## src/rtl/jump_arc_responder_if.sv

```systemverilog
// Launch handshake and arc results between the jump FSM (master) and the arc responder (slave).
interface jump_arc_responder_if;
  logic        i_tick;
  logic        i_en;
  logic [10:0] i_v_init;
  logic [8:0]  o_height;
  logic [10:0] o_dist;
  logic        o_done;
  logic        o_busy;

  modport master (
    output i_tick, i_en, i_v_init,
    input  o_height, o_dist, o_done, o_busy
  );

  modport slave (
    input  i_tick, i_en, i_v_init,
    output o_height, o_dist, o_done, o_busy
  );
endinterface

```

## src/rtl/jump_arc_responder.sv

```systemverilog
// Integrates a parabolic jump arc one step per i_tick and reports height, distance and landing.
// All outputs registered: a tick sampled at edge N is visible in cycle N+1; abort on i_en low beats a tick.
module jump_arc_responder #(
  parameter int FRAC_BITS = 5,
  parameter int GRAVITY   = 1,
  parameter int DIST_STEP = 1
) (
  input logic clk_machine,
  input logic rst_machine,
  jump_arc_responder_if.slave bus
);
  typedef enum logic [1:0] {IDLE, FLY, DONE} state_t;

  state_t             state;
  logic signed [12:0] vy;
  logic signed [22:0] acc;
  logic [12:0]        dacc;

  logic signed [23:0] acc_n;
  logic signed [23:0] hgt_n;
  logic [13:0]        dacc_n;
  logic [8:0]         height_sat;
  logic [10:0]        dist_sat;

  // One guard bit on the accumulator sum keeps the landing sign test exact.
  always_comb begin
    acc_n      = {acc[22], acc} + {{11{vy[12]}}, vy};
    hgt_n      = acc_n >>> FRAC_BITS;
    height_sat = (hgt_n > 24'sd511) ? 9'd511 : hgt_n[8:0];
    dacc_n     = {1'b0, dacc} + 14'(DIST_STEP);
    dist_sat   = (dacc_n > 14'd2047) ? 11'd2047 : dacc_n[10:0];
  end

  always_ff @(posedge clk_machine) begin
    if (rst_machine) begin
      state        <= IDLE;
      vy           <= '0;
      acc          <= '0;
      dacc         <= '0;
      bus.o_height <= '0;
      bus.o_dist   <= '0;
      bus.o_done   <= 1'b0;
      bus.o_busy   <= 1'b0;
    end else begin
      unique case (state)
        IDLE: begin
          if (bus.i_en) begin
            vy           <= {2'b00, bus.i_v_init};
            acc          <= '0;
            dacc         <= '0;
            bus.o_height <= '0;
            bus.o_dist   <= '0;
            bus.o_busy   <= 1'b1;
            state        <= FLY;
          end
        end
        FLY: begin
          if (!bus.i_en) begin
            bus.o_height <= '0;
            bus.o_dist   <= '0;
            bus.o_busy   <= 1'b0;
            state        <= IDLE;
          end else if (bus.i_tick) begin
            vy         <= vy - 13'(GRAVITY);
            dacc       <= dacc_n[13] ? '1 : dacc_n[12:0];
            bus.o_dist <= dist_sat;
            if (acc_n <= 24'sd0) begin
              acc          <= '0;
              bus.o_height <= '0;
              bus.o_done   <= 1'b1;
              bus.o_busy   <= 1'b0;
              state        <= DONE;
            end else begin
              acc          <= acc_n[22:0];
              bus.o_height <= height_sat;
            end
          end
        end
        DONE: begin
          // Relaunch only after i_en has been seen low, so hold here while it stays high.
          if (!bus.i_en) begin
            bus.o_done <= 1'b0;
            state      <= IDLE;
          end
        end
        default: state <= IDLE;
      endcase
    end
  end
endmodule

```

## src/flat_wrapper.sv

```systemverilog
// flat-port wrapper written by rule: the top's interface ports become plain ports
module jump_arc_responder_flat 
#(
  parameter int FRAC_BITS = 5,
  parameter int GRAVITY   = 1,
  parameter int DIST_STEP = 1
)
  (clk_machine, rst_machine, bus_i_tick, bus_i_en, bus_i_v_init, bus_o_height, bus_o_dist, bus_o_done, bus_o_busy);
  jump_arc_responder_if bus_i ();
  input logic clk_machine;
  input logic rst_machine;
  input wire logic [$bits(bus_i.i_tick)-1:0] bus_i_tick;
  input wire logic [$bits(bus_i.i_en)-1:0] bus_i_en;
  input wire logic [$bits(bus_i.i_v_init)-1:0] bus_i_v_init;
  output wire logic [$bits(bus_i.o_height)-1:0] bus_o_height;
  output wire logic [$bits(bus_i.o_dist)-1:0] bus_o_dist;
  output wire logic [$bits(bus_i.o_done)-1:0] bus_o_done;
  output wire logic [$bits(bus_i.o_busy)-1:0] bus_o_busy;
  assign bus_i.i_tick = bus_i_tick;
  assign bus_i.i_en = bus_i_en;
  assign bus_i.i_v_init = bus_i_v_init;
  assign bus_o_height = bus_i.o_height;
  assign bus_o_dist = bus_i.o_dist;
  assign bus_o_done = bus_i.o_done;
  assign bus_o_busy = bus_i.o_busy;
  jump_arc_responder #(.FRAC_BITS(FRAC_BITS), .GRAVITY(GRAVITY), .DIST_STEP(DIST_STEP)) u_core (.clk_machine(clk_machine), .rst_machine(rst_machine), .bus(bus_i));
endmodule
```

## config.mk

```make
export PLATFORM = sky130hd
export DESIGN_NAME = jump_arc_responder_flat
export DESIGN_NICKNAME = d
export VERILOG_FILES = /design/src/rtl/jump_arc_responder_if.sv /design/src/rtl/jump_arc_responder.sv /design/src/flat_wrapper.sv
export SDC_FILE = /design/constraint.sdc
export NUM_CORES = 1
export LEC_CHECK = 0
export ABC_AREA = 1
export BUFFER_PORTS_ARGS = -buffer_cell sky130_fd_sc_hd__buf_4
export CORE_MARGIN = 2
export CORE_UTILIZATION = 45
export DETAILED_ROUTE_END_ITERATION = 12
export PLACE_DENSITY = 0.7
export SYNTH_ARGS = -nofsm -noshare
export SYNTH_HDL_FRONTEND = slang
export SYNTH_SLANG_ARGS = --single-unit
```

## constraint.sdc

```tcl
create_clock -name clk_machine -period 3.1 [get_ports clk_machine]
set_input_delay 0 -clock clk_machine [delete_from_list [all_inputs] [get_ports clk_machine]]
set_output_delay 0 -clock clk_machine [all_outputs]
set_load 0.03 [all_outputs]
```

==> run_results.csv <==
group,metric,value,unit
floorplan,initial_utilization,0.467,
placement,place_area,5790,um^2
placement,port_buffers,36,
clocking,post_cts_buffers,0,
critical_path,crit_path_top_delay_cell,"fa_1",
timing,period_share,0.913,
synth,synth-edff-count,0,
detailed_routing,via_per_inst,4.97,
critical_path,cp_max_fo,11,
synth,synthMuxAreaShare,0,
global_routing,gr-total-overflow,0,
placement,post-place-ws,0.219,ns
run_status,status,"completed",
power,powerDensity,414,nW/um^2
timing,holdWs,0.00806,ns
timing,worst_pin_slew,0.590,ns
critical_path,startpoint,"u_core.vy[0]",
critical_path,r2r_cells,19,
synth,syn_nets,924,
critical_path,cp-end-kind,"register",
critical_path,worstPathCellList,"ha_1, fa_1, nand3_1, nand3_2, nand2_1, nand2_1, nand3_1, nand2_1, nand2_1, nand2_1, nor2_1, nand2_1, nor2_2, nand2_2, nand2_4, nor2_8, buf_4, nand2_1, a21oi_1",
floorplan,placementRows,39,
finish,final_area,6200,um^2
synth,synth_top_area_frac,0.272,
clocking,clk_pin_slew,0.06,ns
critical_path,slowest_delay,0.41,ns
global_routing,antenna_found_initial,0,
synth,yosys-top-cells-area,"dfxtp_1, nand2_1, inv_1",
synth,synthSimpleGateAreaFrac,0.397,
synth,ys_seq_elements,73,
timing,max-slew-margin-rel,0.606,
clocking,root_buffer,"clkbuf_16",
finish,drive_above_1_share,0.147,
clocking,insertion_delay,0.33,ns
detailed_routing,drc,0,
critical_path,worstSetupPathType,"register to register",
detailed_routing,dr.pass1.iters,5,
synth,yosysTopAreaCell,"dfxtp_1",
timing,min_period,2.83,ns
clocking,clock_sinks,73,
run,cap_violations,0,
detailed_routing,totalWireLength,13.5,mm
detailed_routing,vias,5316,
worst_hold_path,hold_path.class,"input pin to register",
placement,place.gp.congestion,0.921,
detailed_routing,initialDrtViolationCount,336,
floorplan,core_area,11500,um^2
synth,synth-xor-area-share,0.0277,
worst_hold_path,hold_end,"u_core.vy[1]",
clocking,cts_tree,"built",
power,leakage,3.08,nW
synth,avgSynthCellArea,6.10,um^2
timing,setup_ws,0.271,ns
finish,num-nets-final,964,
synth,synthAdderAreaFrac,0.0642,
floorplan,fp.dieH,113,um
critical_path,r2r-start,"u_core.vy[0]",
critical_path,r2r-end,"u_core.acc[22]",
global_routing,grt_use_total,0.217,
synth,ys.flop_type,"dfxtp_1",
floorplan,die-width,113,um
critical_path,startpoint_type,"register",
detailed_routing,drtAntennaViolNets,0,
critical_path,critPathRequiredTime,3.29,ns
clocking,clockBufferDepth,2,
critical_path,cpMostUsedCell,"nand2_1",
global_routing,grt_pass1_vias,4851,
timing,skew,0.00766,ns
timing,hold_viol_final,0,
synth,yosysWarnings,0,
synth,async_flop_share,0,
timing,setup-violations-final,0,
detailed_routing,wl_per_cell,12.6,um
placement,place_hpwl,10.2,mm
global_routing,grt_pass1_wl,22.8,mm
clocking,h-tree-depth,3,
finish,antenna_cells,0,
clocking,cts_made_buffers,9,
synth,syn_area,5380,um^2
global_routing,grt_max_degree,44,
critical_path,r2r_slack,0.27,ns
critical_path,crit_arrival,3.02,ns
timing,rsz0062_at_grt,"no",
synth,ys_seq_area_frac,0.272,
synth,syn_inst,882,
synth,ys_types,39,
worst_hold_path,min_from,"bus_i_v_init[1]",
timing,tns,0,ns
power,ir_worst_vdd,369,uV
synth,synth_compound_area_frac,0.134,
timing,finalMaxSlewViolations,0,
timing,max_freq,354,MHz
floorplan,io_pins,37,
floorplan,die-area,12800,um^2
worst_hold_path,hold_depth,3,
finish,area_growth,15.3,%
synth,synth_top_family_by_area,"simple AND/OR/NAND/NOR gates",
==> placed cells by master, fill, tap and decap left out, types with 5 or more instances in the layout <==
master	instances
nand2_2	27
nand2_1	310
o211ai_1	5
buf_4	46
nor2_1	87
nand4_1	8
nor2_2	7
inv_1	113
dlygate4sd3_1	7
a21oi_2	21
a21oi_1	66
nand3b_1	8
inv_2	7
ha_1	26
xnor2_1	5
dfxtp_1	72
clkbuf_16	9
nand3_1	26
nor3_1	13
xor2_1	11
o21ai_0	17
==> synth_stat cells (all sizes together), types with 2 or more instances <==
cell and n:
ha 26, nor4 2, nand3b 8, clkbuf 21, nor3 14, o21ai 19
a211oi 2, xnor2 6, a21oi 88, buf 3, nand3 28, nand2 339
o21bai 2, nor2 97, nand4 9, inv 120, xor2 11, dfxtp 73
o31ai 3, o211ai 5
==> layout make-up <==
class / instances / area, um^2
fill: 1132 / 5310
multi-input combinational: 664 / 3370
sequential: 73 / 1460
inverter: 121 / 454
timing repair buffer: 53 / 415
clock buffer: 12 / 267
tap: 143 / 179
clock inverter: 4 / 50.0
==> flip-flops by register name (all words and copies together) (netlist names) <==
name,cells
u_core.acc,23
u_core.dacc,13
u_core.vy,13
u_core.bus.o_dist,11
u_core.bus.o_height,9
u_core.state,2
u_core.bus.o_busy,1
u_core.bus.o_done,1
==> per-layer routing <==
layer / share of wire / vias up / track usage
met5: 0 / - / 0
met2: 0.45 / 136 / 0.354
met3: 0.046 / 27 / 0.0343
li1: - / 2844 / -
met4: 0.029 / 0 / 0.0780
met1: 0.47 / 2309 / 0.290
==> report_power, final <==
group	internal (mW)	total, mW	switching [mW]
sequential	0.971	1.01	0.0365
combinational	0.166	0.475	0.309
clock	0.687	1.08	0.397
total	1.82	2.57	0.742
==> critical path: cells and delay by family (launching register included) <==
family,cells,cell delay (ns)
buf+inv,1,0.19
simple gates,15,1.43
fa+ha+maj,2,0.65
compound gates,1,0.06
flops,1,0.35
==> cell families after synthesis <==
family,count (synthesis)
DFF,73
and+or+nand+nor,499
xor gates and xnor gates,17
buffers and inverters,145
adders and majority gates,27
AOI/OAI and AO/OA,121
==> timing repair <==
action,4_1_cts,5_1_grt
resized for setup,0,5
hold endpoints to repair,7,0
hold buffers,7,0
endpoints found under the setup margin,0,32
==> worst max path at each step <==
stage                     slack (ns)             end
final                           0.27  u_core.acc[22]
after global routing            0.03  u_core.acc[22]
after CTS                       0.17  u_core.acc[22]
after detailed placement        0.22  u_core.acc[22]
after global placement          0.23   u_core.acc[1]
after floorplan                 0.68  u_core.acc[20]
==> per-stage QoR <==
stage	cells	util	total power, mW
after floorplan	882	-	1.36
after global placement	1047	0.503	1.48
after detailed placement	1047	0.503	1.48
after CTS	1070	0.537	2.58
after global routing	1070	0.539	2.69
final	1070	0.539	2.57
Power figures use the tool's default switching activity.
